[src/rtl/pkt_transmit.sv]
// GMII transmit framer: reads head/tail-flagged bytes from a show-ahead FIFO, adds preamble/SFD,
// enforces the inter-frame gap and aborts frames on underflow. Define TX_FCS_APPEND_EN to append CRC-32.
module pkt_transmit #(
  parameter int PREAMBLE_LEN = 7,
  parameter int IFG_CYCLES   = 12
) (
  input  logic       clk_sys,
  input  logic       reset_n,
  input  logic [8:0] iv_data,
  input  logic       i_data_empty,
  output logic       o_data_rd,
  output logic [7:0] ov_gmii_txd,
  output logic       o_gmii_tx_en,
  output logic       o_gmii_tx_er,
  output logic       o_pkt_sent_pulse,
  output logic       o_fifo_underflow_pulse
);

  localparam int PW = $clog2(PREAMBLE_LEN + 1);
  localparam int IW = $clog2(IFG_CYCLES + 1);
  localparam logic [PW-1:0] PRE_LAST = PW'(PREAMBLE_LEN);
  localparam logic [IW-1:0] IFG_MAX  = IW'(IFG_CYCLES);
  localparam logic [IW-1:0] IFG_LAST = IW'(IFG_CYCLES - 1);

  typedef enum logic [2:0] {
    S_IDLE, S_PRE, S_SFD, S_DATA, S_FLUSH, S_IFG, S_FCS
  } state_t;

  state_t        state_q, state_d;
  logic [PW-1:0] pre_cnt_q, pre_cnt_d;
  logic [IW-1:0] ifg_cnt_q, ifg_cnt_d;
  logic          resync_q, resync_d;
  logic [7:0]    txd_q, txd_d;
  logic          tx_en_q, tx_en_d;
  logic          tx_er_q, tx_er_d;
  logic          sent_q, sent_d;
  logic          uf_q, uf_d;
  logic          rd;
  logic          ifg_met;

`ifdef TX_FCS_APPEND_EN
  logic [31:0] crc_q, crc_d;
  logic [1:0]  fcs_cnt_q, fcs_cnt_d;

  function automatic logic [31:0] crc32_byte(input logic [31:0] crc, input logic [7:0] b);
    logic [31:0] c;
    c = crc ^ {24'h0, b};
    for (int i = 0; i < 8; i++) c = c[0] ? ((c >> 1) ^ 32'hEDB88320) : (c >> 1);
    return c;
  endfunction
`endif

  // The current cycle counts toward the gap, so the last low cycle of the gap can already launch a frame.
  assign ifg_met = !tx_en_q && (ifg_cnt_q >= IFG_LAST);

  always_comb begin
    state_d   = state_q;
    pre_cnt_d = pre_cnt_q;
    resync_d  = resync_q;
    txd_d     = 8'h00;
    tx_en_d   = 1'b0;
    tx_er_d   = 1'b0;
    sent_d    = 1'b0;
    uf_d      = 1'b0;
    rd        = 1'b0;
    ifg_cnt_d = ifg_cnt_q;
    if (tx_en_q) ifg_cnt_d = '0;
    else if (ifg_cnt_q < IFG_MAX) ifg_cnt_d = ifg_cnt_q + 1'b1;
`ifdef TX_FCS_APPEND_EN
    crc_d     = crc_q;
    fcs_cnt_d = fcs_cnt_q;
`endif
    case (state_q)
      S_IDLE, S_IFG: begin
        if (state_q == S_IFG && ifg_met) state_d = S_IDLE;
        if (!i_data_empty) begin
          if (!iv_data[8]) begin
            rd = 1'b1;
            // A data byte right after reset means a frame was cut mid-way: discard through its tail.
            if (resync_q) begin
              resync_d = 1'b0;
              state_d  = S_FLUSH;
            end
          end else if (ifg_met) begin
            resync_d  = 1'b0;
            state_d   = S_PRE;
            pre_cnt_d = PW'(1);
            txd_d     = 8'h55;
            tx_en_d   = 1'b1;
          end
        end
      end
      S_PRE: begin
        tx_en_d = 1'b1;
        if (pre_cnt_q >= PRE_LAST) begin
          txd_d   = 8'hD5;
          state_d = S_SFD;
        end else begin
          txd_d     = 8'h55;
          pre_cnt_d = pre_cnt_q + 1'b1;
        end
      end
      S_SFD, S_DATA: begin
        tx_en_d = 1'b1;
        if (i_data_empty) begin
          tx_er_d = 1'b1;
          uf_d    = 1'b1;
          state_d = S_FLUSH;
        end else begin
          rd      = 1'b1;
          txd_d   = iv_data[7:0];
          state_d = S_DATA;
`ifdef TX_FCS_APPEND_EN
          crc_d = crc32_byte((state_q == S_SFD) ? 32'hFFFFFFFF : crc_q, iv_data[7:0]);
`endif
          if (state_q == S_DATA && iv_data[8]) begin
`ifdef TX_FCS_APPEND_EN
            state_d   = S_FCS;
            fcs_cnt_d = 2'd0;
`else
            sent_d  = 1'b1;
            state_d = S_IFG;
`endif
          end
        end
      end
      S_FLUSH: begin
        if (!i_data_empty) begin
          rd = 1'b1;
          if (iv_data[8]) state_d = S_IFG;
        end
      end
      S_FCS: begin
`ifdef TX_FCS_APPEND_EN
        tx_en_d = 1'b1;
        txd_d   = ~crc_q[{fcs_cnt_q, 3'b000} +: 8];
        if (fcs_cnt_q == 2'd3) begin
          sent_d  = 1'b1;
          state_d = S_IFG;
        end else begin
          fcs_cnt_d = fcs_cnt_q + 1'b1;
        end
`else
        state_d = S_IDLE;
`endif
      end
      default: state_d = S_IDLE;
    endcase
  end

  always_ff @(posedge clk_sys or negedge reset_n) begin
    if (!reset_n) begin
      state_q   <= S_IDLE;
      pre_cnt_q <= '0;
      ifg_cnt_q <= IFG_MAX;
      resync_q  <= 1'b1;
      txd_q     <= 8'h00;
      tx_en_q   <= 1'b0;
      tx_er_q   <= 1'b0;
      sent_q    <= 1'b0;
      uf_q      <= 1'b0;
`ifdef TX_FCS_APPEND_EN
      crc_q     <= 32'hFFFFFFFF;
      fcs_cnt_q <= 2'd0;
`endif
    end else begin
      state_q   <= state_d;
      pre_cnt_q <= pre_cnt_d;
      ifg_cnt_q <= ifg_cnt_d;
      resync_q  <= resync_d;
      txd_q     <= txd_d;
      tx_en_q   <= tx_en_d;
      tx_er_q   <= tx_er_d;
      sent_q    <= sent_d;
      uf_q      <= uf_d;
`ifdef TX_FCS_APPEND_EN
      crc_q     <= crc_d;
      fcs_cnt_q <= fcs_cnt_d;
`endif
    end
  end

  assign o_data_rd              = rd & reset_n;
  assign ov_gmii_txd            = txd_q;
  assign o_gmii_tx_en           = tx_en_q;
  assign o_gmii_tx_er           = tx_er_q;
  assign o_pkt_sent_pulse       = sent_q;
  assign o_fifo_underflow_pulse = uf_q;

endmodule

[config.mk]
export PLATFORM = sky130hd
export DESIGN_NAME = pkt_transmit
export DESIGN_NICKNAME = d
export VERILOG_FILES = /design/src/rtl/pkt_transmit.sv
export SDC_FILE = /design/constraint.sdc
export NUM_CORES = 1
export LEC_CHECK = 0
export CAP_MARGIN = 25
export CORE_UTILIZATION = 50
export DETAILED_ROUTE_END_ITERATION = 6
export PLACE_DENSITY = 0.81
export SYNTH_ARGS = -nofsm -noshare
export SYNTH_HDL_FRONTEND = slang
export SYNTH_SLANG_ARGS = --single-unit
[constraint.sdc]
create_clock -name clk_sys -period 2.8 [get_ports clk_sys]
set_input_delay 0.28 -clock clk_sys [delete_from_list [all_inputs] [get_ports clk_sys]]
set_output_delay 0.28 -clock clk_sys [all_outputs]
set_load 0.01 [all_outputs]
==> summary.md, run 1 <==
| Metric | Value |
|---|---|
| Status | finished clean |
| Max layer used | met4 |
| Crit path from | state_q[2]$_DFFE_PN0P_ |
| Syn_nets | 116 |
| Routed Antenna Nets | 0 |
| Fin crit period | 2.47 ns |
| PortBufs | 24 |
| # IOs | 25 |
| Final WL | 1880 µm |
| Syn-to-layout area delta | 23.6% |
| Crit path max-delay cell type | dfrtp_1 |
| Setup Fix Bufs, Post-CTS | 0 |
| Critical path data arrival time | 2.19 ns |
| Critical path class | reg -> out |
| Startpoint types | flip-flop |
| Worst-path clk slew | 0.11 ns |
| Largest family of logic cells by synthesized area | compound AO/OA/AOI/OAI gates |
| Most common cell after layout, fill and taps aside | clkdlybuf4s50_1 |
| Die height | 49.6 µm |
| # nets final | 137 |
| Commonest cells after routing, fill and taps aside | clkdlybuf4s50_1, dfrtp_1, nor2b_1, a21o_1, nand2_1 |
| Max Freq | 0.404 GHz |
| Pwr per Cell Area | 859 nW/µm² |
| Placed cell area | 1360 µm² |
| Initial antenna violation count | 0 |
| Layout cells sized above 1 | 12.4% |
| First-pass GRT wire length | 3430 µm |
| Setup total negative slack | 0 ns |
| Req. time, crit path | 2.52 ns |
| Die area | 2460 µm² |
| Seq/Total Area, Yosys | 49.0% |
| Core ar. | 2040 µm² |
| H-tree depth | 1 |
| Post-DR vias/cell | 5.45 |
| Setup Viol. Count Final | 0 |
| Xor/xnor share of the synthesized area | 1.55% |
| DIE WIDTH | 49.6 µm |
| Setup crit end kind | output pin |
| Worst skew pair latency | 0.30 ns |
| Cell variety after synth | 43 |
| Max incr delay on CP | 0.60 ns |
| Maxcap violations | 0 |
| CTS Buffer Depth | 2 |
| Global placement routability congestion | 0.802 |
| Detailed router's first-iteration violation count | 12 |
| Total Power | 1.20 mW |
| Vias | 806 |
| WL/cell | 12.7 µm |
| Final Max Slew Viols | 0 |
| DRC viols | 0 |
| Worst hold path type | in -> async |
| Reg2reg start | pre_cnt_q[0]$_DFFE_PN0P_ |
| Leak pwr | 0.633 nW |
| Row Count | 16 |
| Initial Utilization | 55.4% |
| Synthesis Warnings | 0 |
| EDFF count, synth | 0 |
| Fin area | 1400 µm² |
| Synth Register Bits | 22 |
| PostCTS Resize Cnt | 0 |
| CP Max Fanout | 16 |
| Max IR drop VDD | 0.643 mV |
| Cts-stage hold buffer count | 0 |
| CTS tree | built |
| # fillers | 159 |
| Vias in the first global route | 792 |
| DP HPWL | 1380 µm |
| Antenna cell count | 0 |
| Clock Skew | 0.00359 ns |
| Root Buffer | clkbuf_4 |
| CTS Sinks | 22 |
| Tightest Pin Transition | 0.560 ns |
| Rel. slew slack | 62.6% |
| Avg Inst Size Synth | 11.2 µm² |
| Final Cycle Share | 88.4% |
| Largest net degree at the start of global routing | 23 |
| Synth Cell Area | 1130 µm² |
| Final Hold Fails | 0 |
| Ys async rst share | 100% |
| Compound-cell area share of the yosys netlist | 23.0% |
| Metal2 WL | 835 µm |
| TritonCTS buffer count | 3 |
| Total grt overflow | 0 |
| Ys flop type | dfrtp_1 |
| M1 WL | 916 µm |
| DR pass1 iterations | 4 |
| Synth Area in Simple Gates | 17.4% |
| RSZ-0062 raised after global routing | no |
| Adder-cell share of the synthesized area | 3.32% |
| GRT Util Overall | 18.1% |
| Mapped Cells | 101 |
| Met3 wire len | 104 µm |
| Multiplexer area fraction after synthesis | 0.885% |
| CP cell instances | or2_1 > a21oi_1 > nor3_1 > nor3b_1 > clkdlybuf4s50_1 |
## power breakdown
group | switching (mW) | total, mW | internal (mW)
Combinational | 0.221 | 0.480 | 0.259
Clock | 0.0886 | 0.168 | 0.0793
Sequential | 0.129 | 0.553 | 0.424
Total | 0.439 | 1.20 | 0.762
## state kept, by name (all words and copies together), names as in the netlist
signal                  cells
ifg_cnt_q                   4
o_fifo_underflow_pulse      1
o_gmii_tx_en                1
ov_gmii_txd                 8
state_q                     3
resync_q                    1
o_pkt_sent_pulse            1
pre_cnt_q                   3
## path summary, 6_finish.rpt
path	end	slack, ns	cells past startpoint
max in group asynchronous	resync_q$_DFFE_PN1P_	2.18	2
min reg2reg	resync_q$_DFFE_PN1P_	0.49	1
min in group clk_sys	resync_q$_DFFE_PN1P_	0.49	1
max	o_data_rd	0.33	5
min	ov_gmii_txd[0]$_DFF_PN0_	0.35	2
max reg2reg	pre_cnt_q[1]$_DFFE_PN0P_	0.95	6
## synth_stat cells, types with 3 or more instances
| master | number | area share, % |
|---|---|---|
| dfrtp_1 | 19 | 42 |
| a21o_1 | 5 | 3.3 |
| nand2_1 | 5 | 1.7 |
| nor2b_1 | 5 | 2.8 |
| a21oi_1 | 4 | 1.8 |
| and2_1 | 4 | 2.2 |
| clkbuf_1 | 4 | 1.3 |
| nor2_1 | 4 | 1.3 |
| a22o_1 | 3 | 2.3 |
| a31oi_1 | 3 | 1.7 |
| dfstp_2 | 3 | 7.0 |
| ha_1 | 3 | 3.3 |
## through the flow
step	worst slack [ns]	hold slack (ns)	instances	utilization [%]
2_1_floorplan	1.06	-0.0156	101	-
3_3_place_gp	0.700	0.460	144	66.7
3_5_place_dp	0.669	0.468	144	66.7
4_1_cts	0.317	0.371	148	68.4
5_1_grt	0.137	0.376	148	68.4
6_report	0.325	0.350	148	68.4
## cells by family (layout without fill, tap and decap cells)
logic type                 count (synthesis)  count (layout)
and+or+nand+nor                           32              32
buffers and inverters                     10              30
xor gates and xnor gates                   2               2
AOI/OAI and AO/OA                         31              31
adders and majority gates                  3               3
muxes                                      1               1
DFF                                       22              22
## final cells by class
| cell class | count | area, µm² | share of cell area [%] |
|---|---|---|---|
| inverters | 1 | 3.75 | 0.269 |
| multi-input cells | 69 | 522 | 37.3 |
| well taps | 27 | 33.8 | 2.42 |
| flip-flops and latches | 22 | 554 | 39.7 |
| repair buffers | 25 | 248 | 17.7 |
| clock buffers | 4 | 36.3 | 2.60 |
## critical path, delay by kind of cell (launching register included)
kind | cells | cell delay (ns)
buffers and inverters | 1 | 0.56
and+or+nand+nor | 3 | 0.60
DFF | 1 | 0.60
AOI/OAI and AO/OA | 1 | 0.14
## layer usage
metal	GRT usage (%)	up-vias
met3	3.70	4
li1	-	406
met2	30.4	27
met1	23.2	369
met4	5.71	0
met5	0	-
(Power assumes the default switching activity.)
==> run 2: changes to the inputs <==
Settings changed: ABC_AREA set to 1, PLACE_DENSITY 0.81 to 0.82.
Clock period 2.8 ns to 3.1 ns, I/O delays scaled along.
==> run 2 against run 1 <==
Against the previous run:
- combinational power increased by 7.7%
- clock power decreased by 9%
- non-clock buffer count unchanged
==> summary.md, run 2 <==
| Metric | Value |
|---|---|
| Status | finished clean |
| GRT Util Overall | 21.8% (+3.8 points) |
| H-tree depth | 1 (unchanged) |
| Mapped Cells | 130 (+29%) |
| Setup total negative slack | 0 ns (unchanged) |
| Ys async rst share | 100% (unchanged) |
| Post-DR vias/cell | 5.12 (-6.0%) |
| RSZ-0062 raised after global routing | no |
| DR pass1 iterations | 4 (unchanged) |
| First-pass GRT wire length | 4020 µm (+17%) |
| # nets final | 173 (+26%) |
| TritonCTS buffer count | 3 (unchanged) |
| Initial Utilization | 54.2% (-1.2 points) |
| Area leader, netlist | dfrtp_1 |
| EDFF count, synth | 0 (unchanged) |
| Die height | 48.3 µm (-2.5%) |
| WL/cell | 12.1 µm (-4.5%) |
| Pwr per Cell Area | 820 nW/µm² (-4.6%) |
| DIE WIDTH | 48.3 µm (-2.5%) |
| Leak pwr | 0.689 nW (+8.9%) |
| Avg Inst Size Synth | 8.26 µm² (-26%) |
| CP Max Fanout | 6 (-10) |
| Final Cycle Share | 74.0% |
| Die area | 2340 µm² (-4.9%) |
| Synth Cell Area | 1070 µm² (-5.1%) |
| Tightest Pin Transition | 0.270 ns (-0.290 ns) |
| Final Max Slew Viols | 0 (unchanged) |
| CTS Buffer Depth | 2 (unchanged) |
| Synthesis Warnings | 0 (unchanged) |
| Max IR drop VDD | 0.471 mV (-27%) |
| Critical path class | reg -> out |
| Synth Area in Simple Gates | 30.1% (+13 points) |
| Routed Antenna Nets | 0 (unchanged) |
| Worst-path clk slew | 0.11 ns (about the same) |
| Rel. slew slack | 81.7% (+19 points) |
| Maxcap violations | 0 (unchanged) |
| Vias in the first global route | 928 (+17%) |
| Cts-stage hold buffer count | 0 (unchanged) |
| Max FFs per register | 8 (unchanged) |
| Detailed router's first-iteration violation count | 16 (+4) |
| DRC viols | 0 (unchanged) |
| Root Buffer | clkbuf_4 |
| Ys flop type | dfrtp_1 |
| Most common cell in the synthesized netlist | nand2_1 |
| Vias | 942 (+17%) |
| Req. time, crit path | 2.79 ns (+0.27 ns) |
| Setup Viol. Count Final | 0 (unchanged) |
| Setup crit end kind | output pin |
| Core ar. | 1980 µm² (-2.9%) |
| Setup Fix Bufs, Post-CTS | 0 (unchanged) |
| Cell variety after synth | 24 (-44%) |
| Synth Register Bits | 22 (unchanged) |
| Layout cells sized above 1 | 13.4% (+0.98 points) |
| Synth area leaders | dfrtp_1, nand2_1, dfstp_2, nand3_1, inv_1 |
| Commonest cells after routing, fill and taps aside | nand2_1, clkdlybuf4s50_1, dfrtp_1, inv_1, nand3_1 |
| Xor/xnor share of the synthesized area | 0% (-1.5 points) |
| Adder-cell share of the synthesized area | 3.50% (+0.18 points) |
| Max Freq | 0.436 GHz |
| Final WL | 2230 µm (+19%) |
| Clock Skew | 0.00207 ns (-0.00152 ns) |
| Placed cell area | 1340 µm² (-1.3%) |
| Top cell type's share of synthesized area | 44.3% (+2.3 points) |
| PostCTS Resize Cnt | 0 (unchanged) |
| Fin crit period | 2.29 ns |
| DP HPWL | 1730 µm (+25%) |
| Worst hold path type | in -> async |
| Antenna cell count | 0 (unchanged) |
| Syn_nets | 145 (+25%) |
| Synth cell count leaders | nand2_1, dfrtp_1, inv_1 |
| # fillers | 149 (-6.3%) |
| Startpoint types | flip-flop |
| Seq/Total Area, Yosys | 51.6% (+2.6 points) |
| Critical path data arrival time | 1.98 ns (-0.21 ns) |
| Global placement routability congestion | 0.834 (+4.0%) |
| # IOs | 25 (unchanged) |
| Final Hold Fails | 0 (unchanged) |
| Initial antenna violation count | 0 (unchanged) |
| Fin Hold WS | 0.392 ns (+0.0421 ns) |
| Largest net degree at the start of global routing | 23 (unchanged) |
| Compound-cell area share of the yosys netlist | 7.11% (-16 points) |
| CTS tree | built |
| Worst skew pair latency | 0.30 ns (about the same) |
| Total grt overflow | 0 (unchanged) |
| PortBufs | 24 (unchanged) |
| Row Count | 16 (unchanged) |
| Syn-to-layout area delta | 28.6% |
| CTS Sinks | 22 (unchanged) |
| Fin area | 1380 µm² (-1.3%) |
| Multiplexer area fraction after synthesis | 0% (-0.88 points) |
| Most common cell after layout, fill and taps aside | nand2_1 |
| Largest family of logic cells by synthesized area | simple AND/OR/NAND/NOR gates |
-- run 2: cell types whose count changed after synthesis, sizes merged, moves of 4 or more --
cell   previous run  this run
nand2             5        42
inv               1        18
nand3             1        14
nor2              4        13
a21o              5         0
nor2b             5         0
buf               5         1
o21ai             0         4
-- run 2: routing by layer --
layer / track usage [%] / part of all wire [%] / vias up
met5: 0 / 0 / -
met2: 40.4 / 52 / 27
li1: - / - / 466
met1: 27.1 / 43 / 444
met3: 2.20 / 3.5 / 5
met4: 5.88 / 1.4 / 0
-- run 2: worst paths after layout --
kind | from | end | slack (ns) | depth (start not counted)
max | state_q[0]$_DFFE_PN0P_ | o_data_rd | 0.81 | 7
min | reset_n | o_fifo_underflow_pulse$_DFF_PN0_ | 0.39 | 2
max reg2reg | pre_cnt_q[0]$_DFFE_PN0P_ | pre_cnt_q[0]$_DFFE_PN0P_ | 1.53 | 7
min reg2reg | resync_q$_DFFE_PN1P_ | resync_q$_DFFE_PN1P_ | 0.45 | 2
max in group asynchronous | reset_n | resync_q$_DFFE_PN1P_ | 2.44 | 2
min in group clk_sys | resync_q$_DFFE_PN1P_ | resync_q$_DFFE_PN1P_ | 0.45 | 2
-- run 2: power by group --
group / switching (mW) / internal (mW)
logic: 0.301 / 0.215
clock network: 0.0813 / 0.0717
registers: 0.0730 / 0.389
-- run 2: kinds of logic after synthesis --
group	after synthesis
buf+inv	21
compound gates	11
fa+ha+maj	3
simple gates	73
flops	22
-- run 2: area by class of cell --
type	instances	area, µm²	share of cell area [%]
clock buffer	4	36.3	2.63
inverter	19	71.3	5.17
multi-input combinational	87	437	31.6
sequential	22	554	40.2
tap	27	33.8	2.45
timing repair buffer	25	248	18.0
-- run 2: critical path, stage by stage (launching register included) --
cell	delay, ns
dfrtp_1	0.46
inv_1	0.09
nand2_1	0.08
nand2_2	0.12
and2_1	0.19
nand2_1	0.07
a31oi_1	0.12
clkdlybuf4s50_1	0.55
-- run 2: stage by stage --
step,instances,total power [mW],worst slack (ns),util [%]
2_1_floorplan,130,0.800,1.66,-
3_3_place_gp,180,0.949,1.09,67.8
3_5_place_dp,180,0.980,1.07,67.8
4_1_cts,184,1.14,0.796,69.6
5_1_grt,184,1.24,0.693,69.6
6_report,184,1.13,0.806,69.6
